$ cat src/rtl/moore_seq_pkg.sv
// Shared helpers for the parametrised Moore sequence detector: state-width
// calculation and the prefix/suffix next-state function used to build the
// transition table at elaboration time.
package moore_seq_pkg;

  localparam int S_IDLE = 0;

  // Number of bits needed to encode v distinct values.
  function automatic int clog2(input int v);
    int r;
    int x;
    r = 0;
    x = v - 1;
    while (x > 0) begin
      r = r + 1;
      x = x >> 1;
    end
    return r;
  endfunction

  // Single bit of a vector selected by a run-time integer index.
  function automatic logic bit_at(input logic [31:0] v, input int idx);
    logic [31:0] t;
    t = v >> idx;
    return t[0];
  endfunction

  // Next state after seeing bit b in state 'state'. The candidate string is
  // the first i pattern bits followed by b; the result is the longest k that
  // is both a suffix of the candidate and a prefix of the pattern, capped at
  // len so that from MATCH only a proper suffix can survive.
  function automatic int calc_next(input logic [15:0] pattern, input int len,
                                   input int overlap, input int state,
                                   input int b);
    logic [31:0] cand;
    logic [31:0] pat;
    int          i;
    int          kmax;
    int          best;
    logic        ok;
    pat  = {16'h0000, pattern};
    cand = '0;
    if (state >= len) i = (overlap != 0) ? len : 0;
    else              i = state;
    for (int j = 0; j < i; j++)
      if (bit_at(pat, len - 1 - j)) cand = cand | (32'd1 << j);
    if (b != 0) cand = cand | (32'd1 << i);
    kmax = (i + 1 < len) ? i + 1 : len;
    best = 0;
    for (int k = 1; k <= kmax; k++) begin
      ok = 1'b1;
      for (int j = 0; j < k; j++)
        if (bit_at(cand, i + 1 - k + j) != bit_at(pat, len - 1 - j)) ok = 1'b0;
      if (ok) best = k;
    end
    return best;
  endfunction

endpackage

$ cat src/rtl/moore_seq_next.sv
// Combinational next-state lookup for the sequence detector. The whole
// transition table is a constant fixed at elaboration; at run time this is
// only a table read indexed by {state, din}.
module moore_seq_next
  import moore_seq_pkg::*;
#(
  parameter int                     PATTERN_LEN = 4,
  parameter logic [PATTERN_LEN-1:0] PATTERN     = 4'b1011,
  parameter int                     OVERLAP     = 1,
  localparam int                    SW          = clog2(PATTERN_LEN + 1)
) (
  input  logic [SW-1:0] state,
  input  logic          din,
  output logic [SW-1:0] next_state
);

  localparam int TBL = 2 ** (SW + 1);

  logic [SW-1:0] tbl [TBL];

  // One table entry per {state, bit}; unreachable state codes fall back to idle.
  for (genvar e = 0; e < TBL; e++) begin : g_tbl
    localparam int ST = e / 2;
    localparam int NX = (ST <= PATTERN_LEN) ?
                        calc_next(16'(PATTERN), PATTERN_LEN, OVERLAP, ST, e % 2) :
                        S_IDLE;
    assign tbl[e] = SW'(NX);
  end

  assign next_state = tbl[{state, din}];

endmodule

$ cat src/rtl/moore_seq_detector_param.sv
// Parametrised Moore serial sequence detector: state register, saturating
// match counter and registered MATCH decode around the table-driven
// next-state block.
module moore_seq_detector_param
  import moore_seq_pkg::*;
#(
  parameter int                     PATTERN_LEN = 4,
  parameter logic [PATTERN_LEN-1:0] PATTERN     = 4'b1011,
  parameter int                     OVERLAP     = 1,
  parameter int                     CNT_W       = 8,
  localparam int                    SW          = clog2(PATTERN_LEN + 1)
) (
  input  logic             clk,
  input  logic             rst,
  input  logic             clr,
  input  logic             in_valid,
  input  logic             in,
  output logic             out,
  output logic [SW-1:0]    state_o,
  output logic [CNT_W-1:0] match_count
);

  localparam logic [SW-1:0]    ST_IDLE  = SW'(S_IDLE);
  localparam logic [SW-1:0]    ST_MATCH = SW'(PATTERN_LEN);
  localparam logic [CNT_W-1:0] CNT_MAX  = {CNT_W{1'b1}};

  logic [SW-1:0] state;
  logic [SW-1:0] nxt;

  moore_seq_next #(
    .PATTERN_LEN (PATTERN_LEN),
    .PATTERN     (PATTERN),
    .OVERLAP     (OVERLAP)
  ) u_next (
    .state      (state),
    .din        (in),
    .next_state (nxt)
  );

  // Advance on qualified bits only; clear beats data, and out tracks MATCH of the new state.
  always_ff @(posedge clk or posedge rst) begin
    if (rst) begin
      state       <= ST_IDLE;
      out         <= 1'b0;
      match_count <= '0;
    end else if (clr) begin
      state       <= ST_IDLE;
      out         <= 1'b0;
      match_count <= '0;
    end else if (in_valid) begin
      state <= nxt;
      out   <= (nxt == ST_MATCH);
      if (nxt == ST_MATCH && match_count != CNT_MAX)
        match_count <= match_count + CNT_W'(1);
    end
  end

  assign state_o = state;

endmodule

$ cat config.mk
export PLATFORM = sky130hd
export DESIGN_NAME = moore_seq_detector_param
export DESIGN_NICKNAME = d
export VERILOG_FILES = /design/src/rtl/moore_seq_pkg.sv /design/src/rtl/moore_seq_next.sv /design/src/rtl/moore_seq_detector_param.sv
export SDC_FILE = /design/constraint.sdc
export NUM_CORES = 1
export LEC_CHECK = 0
export BUFFER_PORTS_ARGS = -buffer_cell sky130_fd_sc_hd__buf_2
export CORE_MARGIN = 2
export CORE_UTILIZATION = 40
export DETAILED_ROUTE_END_ITERATION = 16
export GPL_TIMING_DRIVEN = 0
export HOLD_SLACK_MARGIN = 0.03
export PLACE_DENSITY = 0.64
export SYNTH_ARGS = -nofsm -noshare
export SYNTH_HDL_FRONTEND = slang
export SYNTH_HIERARCHICAL = 1
export SYNTH_SLANG_ARGS = --single-unit
$ cat constraint.sdc
create_clock -name clk -period 4.7 [get_ports clk]
set_input_delay 0.705 -clock clk [delete_from_list [all_inputs] [get_ports clk]]
set_output_delay 0.705 -clock clk [all_outputs]
set_load 0.03 [all_outputs]
==> results.py, run 1 <==
metrics = {
    "status": {
        "status": "finished, final reports clean",
    },
    "drt": {
        "wire_per_inst_um": 12.5,
        "dr.first_iter.drc_count": 17,
        "drc": 0,
        "via_per_inst": 5.13,
        "wl_mm": 1.51,
        "drtAntennaViolNets": 0,
        "dr.pass1.iters": 4,
        "vias": 615,
    },
    "global_route": {
        "grt_pass1_vias": 601,
        "track_usage": 0.137,
        "antenna_found_initial": 0,
        "grt_pass1_wl_mm": 2.59,
        "grt_max_degree": 13,
        "overflow": 0,
    },
    "timing": {
        "period_needed_ps": 2180,
        "fmax_mhz": 458,
        "fin_ws_ps": 2520,
        "hold_viol": 0,
        "skew_ps": 1.14,
        "slew_violations": 0,
        "worst_hold_slack_ps": 434,
        "finalCritPeriodShare": 0.464,
        "rsz0062_at_grt": "no",
        "setup_viol": 0,
        "worstMarginPinSlew_ps": 482,
        "slew_headroom": 0.679,
        "setup_tns_ps": 0,
    },
    "logic_synthesis": {
        "avgSynthCellArea_um2": 10.6,
        "syn_area_um2": 787,
        "yosysWarningCount": 6,
        "ys_ff_latch": 12,
        "synthCells": 74,
        "yosysTopAreaCell": "dfrtp_1",
        "yosys.cell_types.count": 27,
        "yosysSeqAreaShare": 0.382,
        "yosys-top-cells-area": "dfrtp_1 (38%), ha_1 (7.9%), mux2i_1 (7.6%)",
        "netlist.area_leader.share": 0.382,
        "synth_nets": 84,
    },
    "cells_and_area": {
        "num_antenna_cells": 0,
        "layout-drive-gt1-share": 0.323,
        "fin_nets": 104,
        "layout.cells.non_filler": 120,
        "area_growth_pct": 18.4,
        "nFillCells": 191,
        "post-route-util": 0.490,
    },
    "placed_design": {
        "hpwl_mm": 1.11,
        "dp.cells": 116,
        "dpl_worst_slack_ps": 2270,
        "io_buffers": 15,
        "gp_congestion": 0.735,
    },
    "critical_path": {
        "slowest_stage": "mux2_2",
        "worstReg2RegStart": "state_o[0]",
        "crit_path_cell_trace": "buf_2 > inv_1 > ha_1 > mux2i_1 > o21ai_1 > nand4bb_1 > a211oi_1 > mux2_2",
        "cp_data_arrival_time_ps": 2340,
        "crit_start": "in",
        "worstPathRequired_ps": 4860,
        "max_stage_delay_ps": 370,
        "cp-endpoint": "match_count[4]",
        "reg2reg_depth": 7,
        "cp_max_fo": 4,
        "path_depth": 8,
        "worstSetupEndpointType": "flip-flop",
        "critPathBufInv": 2,
        "crit_type": "in2reg",
        "startpoint_type": "input pin",
        "r2r_slack_ps": 2610,
        "r2r_end": "match_count[4]",
        "cp_top_family": "multiplexers",
    },
    "clock_tree": {
        "clk_path_buf_depth": 2,
        "post_cts_buffers": 0,
        "hold_buffers": 0,
        "numCtsBuffers": 3,
        "cts.clk_slew.worst_paths_ps": 80,
        "clkSinkCount": 12,
        "cts_tree": "done",
        "clock_latency_ps": 270,
        "htreeDepth": 1,
        "root_buffer": "clkbuf_4",
        "post_cts_resized": 0,
    },
    "power_and_ir_drop": {
        "p_per_area_nw_per_um2": 220,
        "clockPowerShare": 0.401,
        "peakVddDrop_mv": 0.0934,
        "intPower_w": 0.000158,
        "sw_frac_of_total": 0.230,
        "combPwrFrac": 0.086,
        "p_leak_nw": 0.459,
        "seqPwrFrac": 0.513,
        "switching_power_w": 0.0000472,
    },
    "floorplanning": {
        "core_area_um2": 1900,
        "io_pins": 17,
        "rows": 16,
        "die-area_um2": 2340,
        "die_h_um": 48.4,
        "fp.dieW_um": 48.4,
        "start_util": 0.414,
    },
    "worst_hold_path": {
        "hp-class": "in2async",
    },
    "flow_run": {
        "max_cap_violations": 0,
    },
}
[worst register-to-register path: stages, from the launching register on]
cell	delay [ps]
dfrtp_1	420
inv_1	80
ha_1	290
mux2i_1	150
o21ai_1	110
nand4bb_1	290
a211oi_1	280
mux2_2	370
[registers in the layout (all words and copies together), names as in the netlist]
signal / cells
match_count: 8
state_o: 3
out: 1
[final cells by class]
class	count	area [µm²]	area share
Multi-Input combinational cell	55	445	0.478
Inverter	4	15.0	0.0161
Timing Repair Buffer	15	75.1	0.0805
Tap cell	27	33.8	0.0362
Buffer	3	26.3	0.0282
Clock buffer	4	36.3	0.0389
Sequential cell	12	300	0.322
[worst min path at each step]
| stage | startpoint | end | slack, ps | cells after the start |
|---|---|---|---|---|
| after floorplan | rst | match_count[0] | 570 | 1 |
| after global placement | out | out | 530 | 2 |
| after detailed placement | out | out | 530 | 2 |
| after CTS | rst | state_o[0] | 460 | 2 |
| after global routing | rst | match_count[1] | 480 | 2 |
| final | rst | match_count[0] | 430 | 2 |
[through the flow]
step           area, µm²  total power [W]
6_report             932         0.000205
5_1_grt              932         0.000215
4_1_cts              932         0.000207
3_5_place_dp         896         0.000125
3_3_place_gp         896         0.000124
2_1_floorplan        787         0.000119
[power groups by stage]
stage / Sequential, W / Combinational [W] / Clock (W)
2_1_floorplan: 0.000109 / 0.0000108 / 0
3_3_place_gp: 0.000107 / 0.0000174 / 0
3_5_place_dp: 0.000107 / 0.0000180 / 0
4_1_cts: 0.000105 / 0.0000180 / 0.0000837
5_1_grt: 0.000105 / 0.0000198 / 0.0000898
6_report: 0.000105 / 0.0000176 / 0.0000823
[routing by layer]
layer	up-vias	routed length (µm)	track usage
met5	-	0	0
met4	0	13	0.0619
met3	2	49	0.0216
met2	12	730	0.222
met1	293	712	0.182
li1	308	-	-
[cell usage in the layout, fill, tap and decap left out]
cell       count
a211oi_2       1
and3_1         4
nand2b_1       3
nand4bb_1      1
inv_1          4
o22ai_1        1
buf_6          2
clkbuf_8       1
a41oi_1        2
nand3_1        3
and3_4         1
and4bb_1       1
a311oi_2       1
a211oi_1       3
nand3b_1       1
nand2_1        2
buf_2         15
a21oi_1        4
dfrtp_1       12
nor2b_1        4
o21ai_1        1
and3b_2        1
ha_1           5
clkbuf_4       3
clkbuf_1       1
nor2_1         5
mux2i_1        6
mux2_2         3
and4_4         1
a41oi_2        1
[cell usage after synthesis]
cell type	n
dfrtp_1	12
mux2i_1	6
ha_1	5
nor2_1	5
a21oi_1	4
and3_1	4
inv_1	4
nor2b_1	4
a211oi_1	3
mux2_2	3
nand2b_1	3
nand3_1	3
a41oi_1	2
buf_6	2
nand2_1	2
a211oi_2	1
a311oi_2	1
a41oi_2	1
and3_4	1
and3b_2	1
and4_4	1
and4bb_1	1
clkbuf_1	1
nand3b_1	1
nand4bb_1	1
o21ai_1	1
o22ai_1	1
[cell families after synthesis]
kind of cell	synth area share
AND/OR/NAND/NOR	0.221
AO/OA/AOI/OAI	0.146
flip-flops	0.382
multiplexers	0.119
buffers and inverters	0.0525
adder cells (fa/ha/maj)	0.0795
No activity file was read; power rests on OpenSTA's default activity.
==> run 2: changes to the inputs <==
--- a/config.mk
+++ b/config.mk
@@ -5,13 +5,14 @@
 export SDC_FILE = /design/constraint.sdc
 export NUM_CORES = 1
 export LEC_CHECK = 0
+export ABC_AREA = 1
 export BUFFER_PORTS_ARGS = -buffer_cell sky130_fd_sc_hd__buf_2
 export CORE_MARGIN = 2
 export CORE_UTILIZATION = 40
 export DETAILED_ROUTE_END_ITERATION = 16
 export GPL_TIMING_DRIVEN = 0
 export HOLD_SLACK_MARGIN = 0.03
-export PLACE_DENSITY = 0.64
+export PLACE_DENSITY = 0.66
 export SYNTH_ARGS = -nofsm -noshare
 export SYNTH_HDL_FRONTEND = slang
 export SYNTH_HIERARCHICAL = 1
==> constraint.sdc (replaced) <==
create_clock -name clk -period 1.9 [get_ports clk]
set_input_delay 0.285 -clock clk [delete_from_list [all_inputs] [get_ports clk]]
set_output_delay 0.285 -clock clk [all_outputs]
set_load 0.03 [all_outputs]
==> results.py, run 2 <==
metrics = {
    "status": {
        "status": "finished, final reports clean",
    },
    "floorplanning": {
        "io_pins": 17,
        "core_area_um2": 1900,
        "die-area_um2": 2330,
        "start_util": 0.413,
        "die_h_um": 48.3,
        "rows": 16,
        "fp.dieW_um": 48.3,
    },
    "power_and_ir_drop": {
        "clockPowerShare": 0.401,
        "sw_frac_of_total": 0.248,
        "peakVddDrop_mv": 0.326,
        "combPwrFrac": 0.099,
        "switching_power_w": 0.000129,
        "p_leak_nw": 0.527,
        "seqPwrFrac": 0.500,
        "intPower_w": 0.000391,
        "p_per_area_nw_per_um2": 539,
    },
    "global_route": {
        "grt_pass1_wl_mm": 2.90,
        "overflow": 0,
        "grt_max_degree": 13,
        "track_usage": 0.153,
        "antenna_found_initial": 0,
        "grt_pass1_vias": 697,
    },
    "critical_path": {
        "worstPathRequired_ps": 2070,
        "worstReg2RegStart": "state_o[0]",
        "cp_top_family": "simple AND/OR/NAND/NOR gates",
        "max_stage_delay_ps": 400,
        "slowest_stage": "dfrtp_1",
        "critPathBufInv": 4,
        "crit_type": "reg2reg",
        "path_common_cell": "nand2_1",
        "crit_start": "state_o[0]",
        "worstSetupEndpointType": "flip-flop",
        "cp_data_arrival_time_ps": 1900,
        "cp_max_fo": 7,
        "r2r_slack_ps": 170,
        "crit_path_cell_trace": "inv_1 > ha_1 > inv_1 > nand2_1 > nand3_1 > nand2_2 > nor2_1 > nand2_1 > inv_1 > nand2_1 > nand2_2 > inv_4 > nand2_1 > nand2_1",
        "startpoint_type": "flip-flop",
    },
    "clock_tree": {
        "clk_path_buf_depth": 2,
        "numCtsBuffers": 3,
        "root_buffer": "clkbuf_4",
        "cts_tree": "done",
        "htreeDepth": 1,
        "cts.clk_slew.worst_paths_ps": 80,
        "clkSinkCount": 12,
        "clock_latency_ps": 280,
    },
    "cells_and_area": {
        "layout_commonest_cell": "nand2_1",
        "layout-drive-gt1-share": 0.241,
        "layout.cells.non_filler": 160,
        "largest_reg_flops": 8,
        "final_cell_mix": "nand2_1 (34), buf_2 (16), inv_1 (15), nand3_1 (14), dfrtp_1 (12)",
        "num_antenna_cells": 0,
        "area_growth_pct": 22.8,
        "fin_nets": 144,
        "largest-register": "match_count",
    },
    "worst_hold_path": {
        "hp-class": "in2reg",
        "hold_start": "clr",
    },
    "logic_synthesis": {
        "synth_compound_area_frac": 0.0573,
        "ys.flop_type": "dfrtp_1",
        "synth_common_cells": "nand2_1 (35), inv_1 (15), nand3_1 (14)",
        "netlist.area_leader.share": 0.382,
        "synth_xor_area_frac": 0.0223,
        "synth_nets": 121,
        "yosys.cell_types.count": 19,
        "avgSynthCellArea_um2": 7.08,
        "synthCells": 111,
        "yosysSeqAreaShare": 0.382,
        "synth_edf_count": 0,
        "yosys-top-cells-area": "dfrtp_1 (38%), nand2_1 (17%), nand3_1 (8.9%)",
        "synth_adder_area_share": 0.0796,
        "syn_area_um2": 786,
        "async_reset_ff_frac": 1.00,
        "synth.most_common_cell": "nand2_1",
        "synth_top_family_by_area": "simple AND/OR/NAND/NOR gates",
        "ys_ff_latch": 12,
        "muxShareOfSynthArea": 0,
        "synthSimpleGateAreaFrac": 0.366,
        "yosysTopAreaCell": "dfrtp_1",
        "yosysWarningCount": 6,
    },
    "timing": {
        "fmax_mhz": 577,
        "hold_viol": 0,
        "period_needed_ps": 1730,
        "skew_ps": 3.13,
        "setup_viol": 0,
        "rsz0062_at_grt": "no",
        "setup_tns_ps": 0,
        "slew_violations": 0,
        "finalCritPeriodShare": 0.913,
        "worstMarginPinSlew_ps": 464,
        "slew_headroom": 0.690,
    },
    "drt": {
        "wl_mm": 1.60,
        "drc": 0,
        "vias": 749,
        "dr.pass1.iters": 4,
        "wire_per_inst_um": 10.0,
        "drtAntennaViolNets": 0,
        "dr.first_iter.drc_count": 6,
        "via_per_inst": 4.68,
    },
    "placed_design": {
        "gp_congestion": 0.793,
        "dp.cells": 154,
        "hpwl_mm": 1.16,
        "io_buffers": 16,
    },
    "flow_run": {
        "max_cap_violations": 0,
    },
}
[run 2: cell types whose count changed in the layout (fill, tap and decap cells not counted), sizes merged, moves of 4 or more]
| cell | before | now |
|---|---|---|
| nand2 | 2 | 37 |
| inv | 4 | 18 |
| nand3 | 3 | 14 |
| mux2i | 6 | 0 |
| and3 | 5 | 0 |
| nor2 | 5 | 10 |
| a211oi | 4 | 0 |
| nor2b | 4 | 0 |
[run 2: path summary, 6_finish.rpt]
path | to | cells past startpoint
max | match_count[6] | 14
min | match_count[3] | 4
max reg2reg | match_count[6] | 14
min reg2reg | out | 2
max in group asynchronous | match_count[7] | 3
min in group asynchronous | match_count[2] | 3
[run 2: cell families (layout without fill, tap and decap cells)]
| group | Yosys count | after routing |
|---|---|---|
| and+or+nand+nor | 66 | 66 |
| buffers and inverters | 19 | 41 |
| DFF | 12 | 12 |
| AOI/OAI and AO/OA | 7 | 7 |
| adders and majority gates | 5 | 5 |
| xor gates and xnor gates | 2 | 2 |
[run 2: power groups by stage]
stage               registers [W]  clock network [W]  logic [W]
finish                   0.000260           0.000208  0.0000516
floorplan                0.000269                  0  0.0000264
detailed placement       0.000266                  0  0.0000472
global route             0.000261           0.000225  0.0000592
global placement         0.000265                  0  0.0000468
CTS                      0.000261           0.000212  0.0000489
[run 2: cell type report]
class / instances / area [µm²]
timing repair buffer: 18 / 97.6
inverter: 19 / 73.8
fill: 192 / 937
clock buffer: 4 / 36.3
multi-input combinational: 80 / 423
sequential: 12 / 300
tap: 27 / 33.8
[run 2: what timing repair did]
item                       4_1_cts  5_1_grt
hold endpoints to repair        12        0
hold buffers                     1        0
setup endpoints to repair        0        8
buffers inserted                 0        1
gates resized for setup          0        3
[run 2: worst reg2reg max path: cells and delay by family, from the launching register on]
family | cells | cell delay (ps)
adders and majority gates | 1 | 290
buffers and inverters | 4 | 260
DFF | 1 | 400
and+or+nand+nor | 9 | 660
[run 2: stage by stage]
step | worst slack, ps | hold WS, ps | utilization | total power [W] | area [µm²]
3_3_place_gp | 133 | 317 | 0.473 | 0.000312 | 900
4_1_cts | 71.7 | 301 | 0.497 | 0.000521 | 946
2_1_floorplan | 64.7 | 150 | - | 0.000296 | 786
5_1_grt | 24.2 | 332 | 0.507 | 0.000545 | 965
3_5_place_dp | 101 | 319 | 0.473 | 0.000313 | 900
6_report | 166 | 293 | 0.507 | 0.000520 | 965
[run 2: metal layers]
layer	global-route usage	part of all wire
met2	0.262	0.46
met4	0.0714	0.017
met5	0	0
met3	0.0185	0.040
met1	0.194	0.48
==> run 3: changes to the inputs <==
--- a/config.mk
+++ b/config.mk
@@ -7,13 +7,13 @@
 export LEC_CHECK = 0
 export ABC_AREA = 1
 export BUFFER_PORTS_ARGS = -buffer_cell sky130_fd_sc_hd__buf_2
-export CORE_MARGIN = 2
+export CORE_MARGIN = 5
 export CORE_UTILIZATION = 40
 export DETAILED_ROUTE_END_ITERATION = 16
 export GPL_TIMING_DRIVEN = 0
 export HOLD_SLACK_MARGIN = 0.03
-export PLACE_DENSITY = 0.66
 export SYNTH_ARGS = -nofsm -noshare
 export SYNTH_HDL_FRONTEND = slang
 export SYNTH_HIERARCHICAL = 1
 export SYNTH_SLANG_ARGS = --single-unit
+export TNS_END_PERCENT = 30
==> results.py, run 3 (synthesis results as in run 2) <==
metrics = {
    "critical_path": {
        "startpoint_type": "flip-flop",
        "cp_max_fo": 7,
        "worstPathRequired_ps": 2060,
        "cp_data_arrival_time_ps": 1840,
        "worstSetupEndpointType": "flip-flop",
        "crit_type": "reg2reg",
    },
    "drt": {
        "wl_mm": 1.72,
        "dr.pass1.iters": 4,
        "drc": 0,
        "via_per_inst": 4.75,
        "vias": 750,
        "dr.first_iter.drc_count": 8,
        "wire_per_inst_um": 10.9,
        "drtAntennaViolNets": 0,
    },
    "clock_tree": {
        "cts.clk_slew.worst_paths_ps": 80,
        "clk_path_buf_depth": 2,
        "clkSinkCount": 12,
        "clock_latency_ps": 270,
        "htreeDepth": 1,
        "numCtsBuffers": 3,
        "root_buffer": "clkbuf_4",
        "cts_tree": "done",
        "post_cts_buffers": 0,
    },
    "timing": {
        "setup_viol": 0,
        "period_needed_ps": 1680,
        "skew_ps": 2.11,
        "fmax_mhz": 596,
        "fin_ws_ps": 221,
        "worstMarginPinSlew_ps": 459,
        "hold_viol": 0,
        "slew_violations": 0,
        "finalCritPeriodShare": 0.884,
        "worst_hold_slack_ps": 311,
        "setup_tns_ps": 0,
        "rsz0062_at_grt": "no",
        "slew_headroom": 0.694,
    },
    "global_route": {
        "grt_pass1_wl_mm": 2.96,
        "antenna_found_initial": 0,
        "overflow": 0,
        "grt_max_degree": 13,
        "track_usage": 0.139,
        "grt_pass1_vias": 707,
    },
    "cells_and_area": {
        "nFillCells": 222,
        "fin_nets": 143,
        "area_growth_pct": 20.9,
        "final_cell_mix": "nand2_1 (34), buf_2 (16), inv_1 (14), nand3_1 (13), dfrtp_1 (11)",
        "largest_reg_flops": 8,
        "num_antenna_cells": 0,
        "layout-drive-gt1-share": 0.252,
        "stdcell_area_um2": 950,
        "layout_commonest_cell": "nand2_1",
        "largest-register": "match_count",
    },
    "floorplanning": {
        "io_pins": 17,
        "fp.dieW_um": 54.3,
        "start_util": 0.409,
        "core_area_um2": 1920,
        "rows": 16,
        "die_h_um": 54.3,
        "die-area_um2": 2950,
    },
    "power_and_ir_drop": {
        "peakVddDrop_mv": 0.219,
        "p_per_area_nw_per_um2": 497,
        "p_leak_nw": 0.514,
        "total_power_w": 0.000472,
    },
    "placed_design": {
        "place_area_um2": 900,
        "dpl_worst_slack_ps": 88.6,
        "hpwl_mm": 1.30,
        "io_buffers": 16,
        "gp_congestion": 0.747,
    },
    "status": {
        "status": "finished, final reports clean",
    },
    "flow_run": {
        "max_cap_violations": 0,
    },
    "worst_hold_path": {
        "hp-class": "in2reg",
    },
}
run 3: area by class of cell:
type	instances	area, µm²	share of cell area
sequential	12	302	0.318
multi-input combinational	80	428	0.451
timing repair buffer	17	90.1	0.0949
inverter	19	73.8	0.0777
clock buffer	3	22.5	0.0237
tap	27	33.8	0.0356
run 3: where the power goes:
part	leakage [nW]	switching (W)	internal (W)
Clock	0.0138	0.0000875	0.0000733
Combinational	0.335	0.0000346	0.0000158
Sequential	0.165	0.00000334	0.000258
Total	0.514	0.000125	0.000347
run 3: per-stage QoR:
step	instances	utilization
2_1_floorplan	111	-
3_3_place_gp	154	0.468
3_5_place_dp	154	0.468
4_1_cts	158	0.485
5_1_grt	158	0.494
6_report	158	0.494
run 3: final timing paths:
check | endpoint | cells after the start | start | slack, ps
worst max register to register | match_count[6] | 14 | state_o[0] | 220
worst min-delay path | state_o[1] | 3 | in_valid | 310
min in group asynchronous | match_count[2] | 3 | rst | 550
worst min register to register | out | 2 | out | 530
max in group asynchronous | state_o[0] | 3 | rst | 1010
worst max-delay path | match_count[6] | 14 | state_o[0] | 220
run 3: critical path, stage by stage (launching register included):
cell     delay [ps]
dfrtp_2         410
inv_2            50
ha_1            280
inv_1            50
nand2_1          50
nand3_2          80
nand2_2          60
nor2_1          100
nand2_1         100
inv_1            70
nand2_1          60
nand2_2          90
inv_4            60
nand2_1          50
nand2_1          50
run 3: timing repair:
action	in CTS	in global routing
hold endpoints to repair	12	0
hold buffers	1	0
endpoints found under the setup margin	0	8
gates resized for setup	0	6
run 3: per-layer routing:
layer  vias up  GRT usage  share of wire
met5         -          0              0
li1        389          -              -
met4         0     0.0705         0.0058
met1       342      0.166           0.46
met3         2     0.0327          0.049
met2        17      0.231           0.49
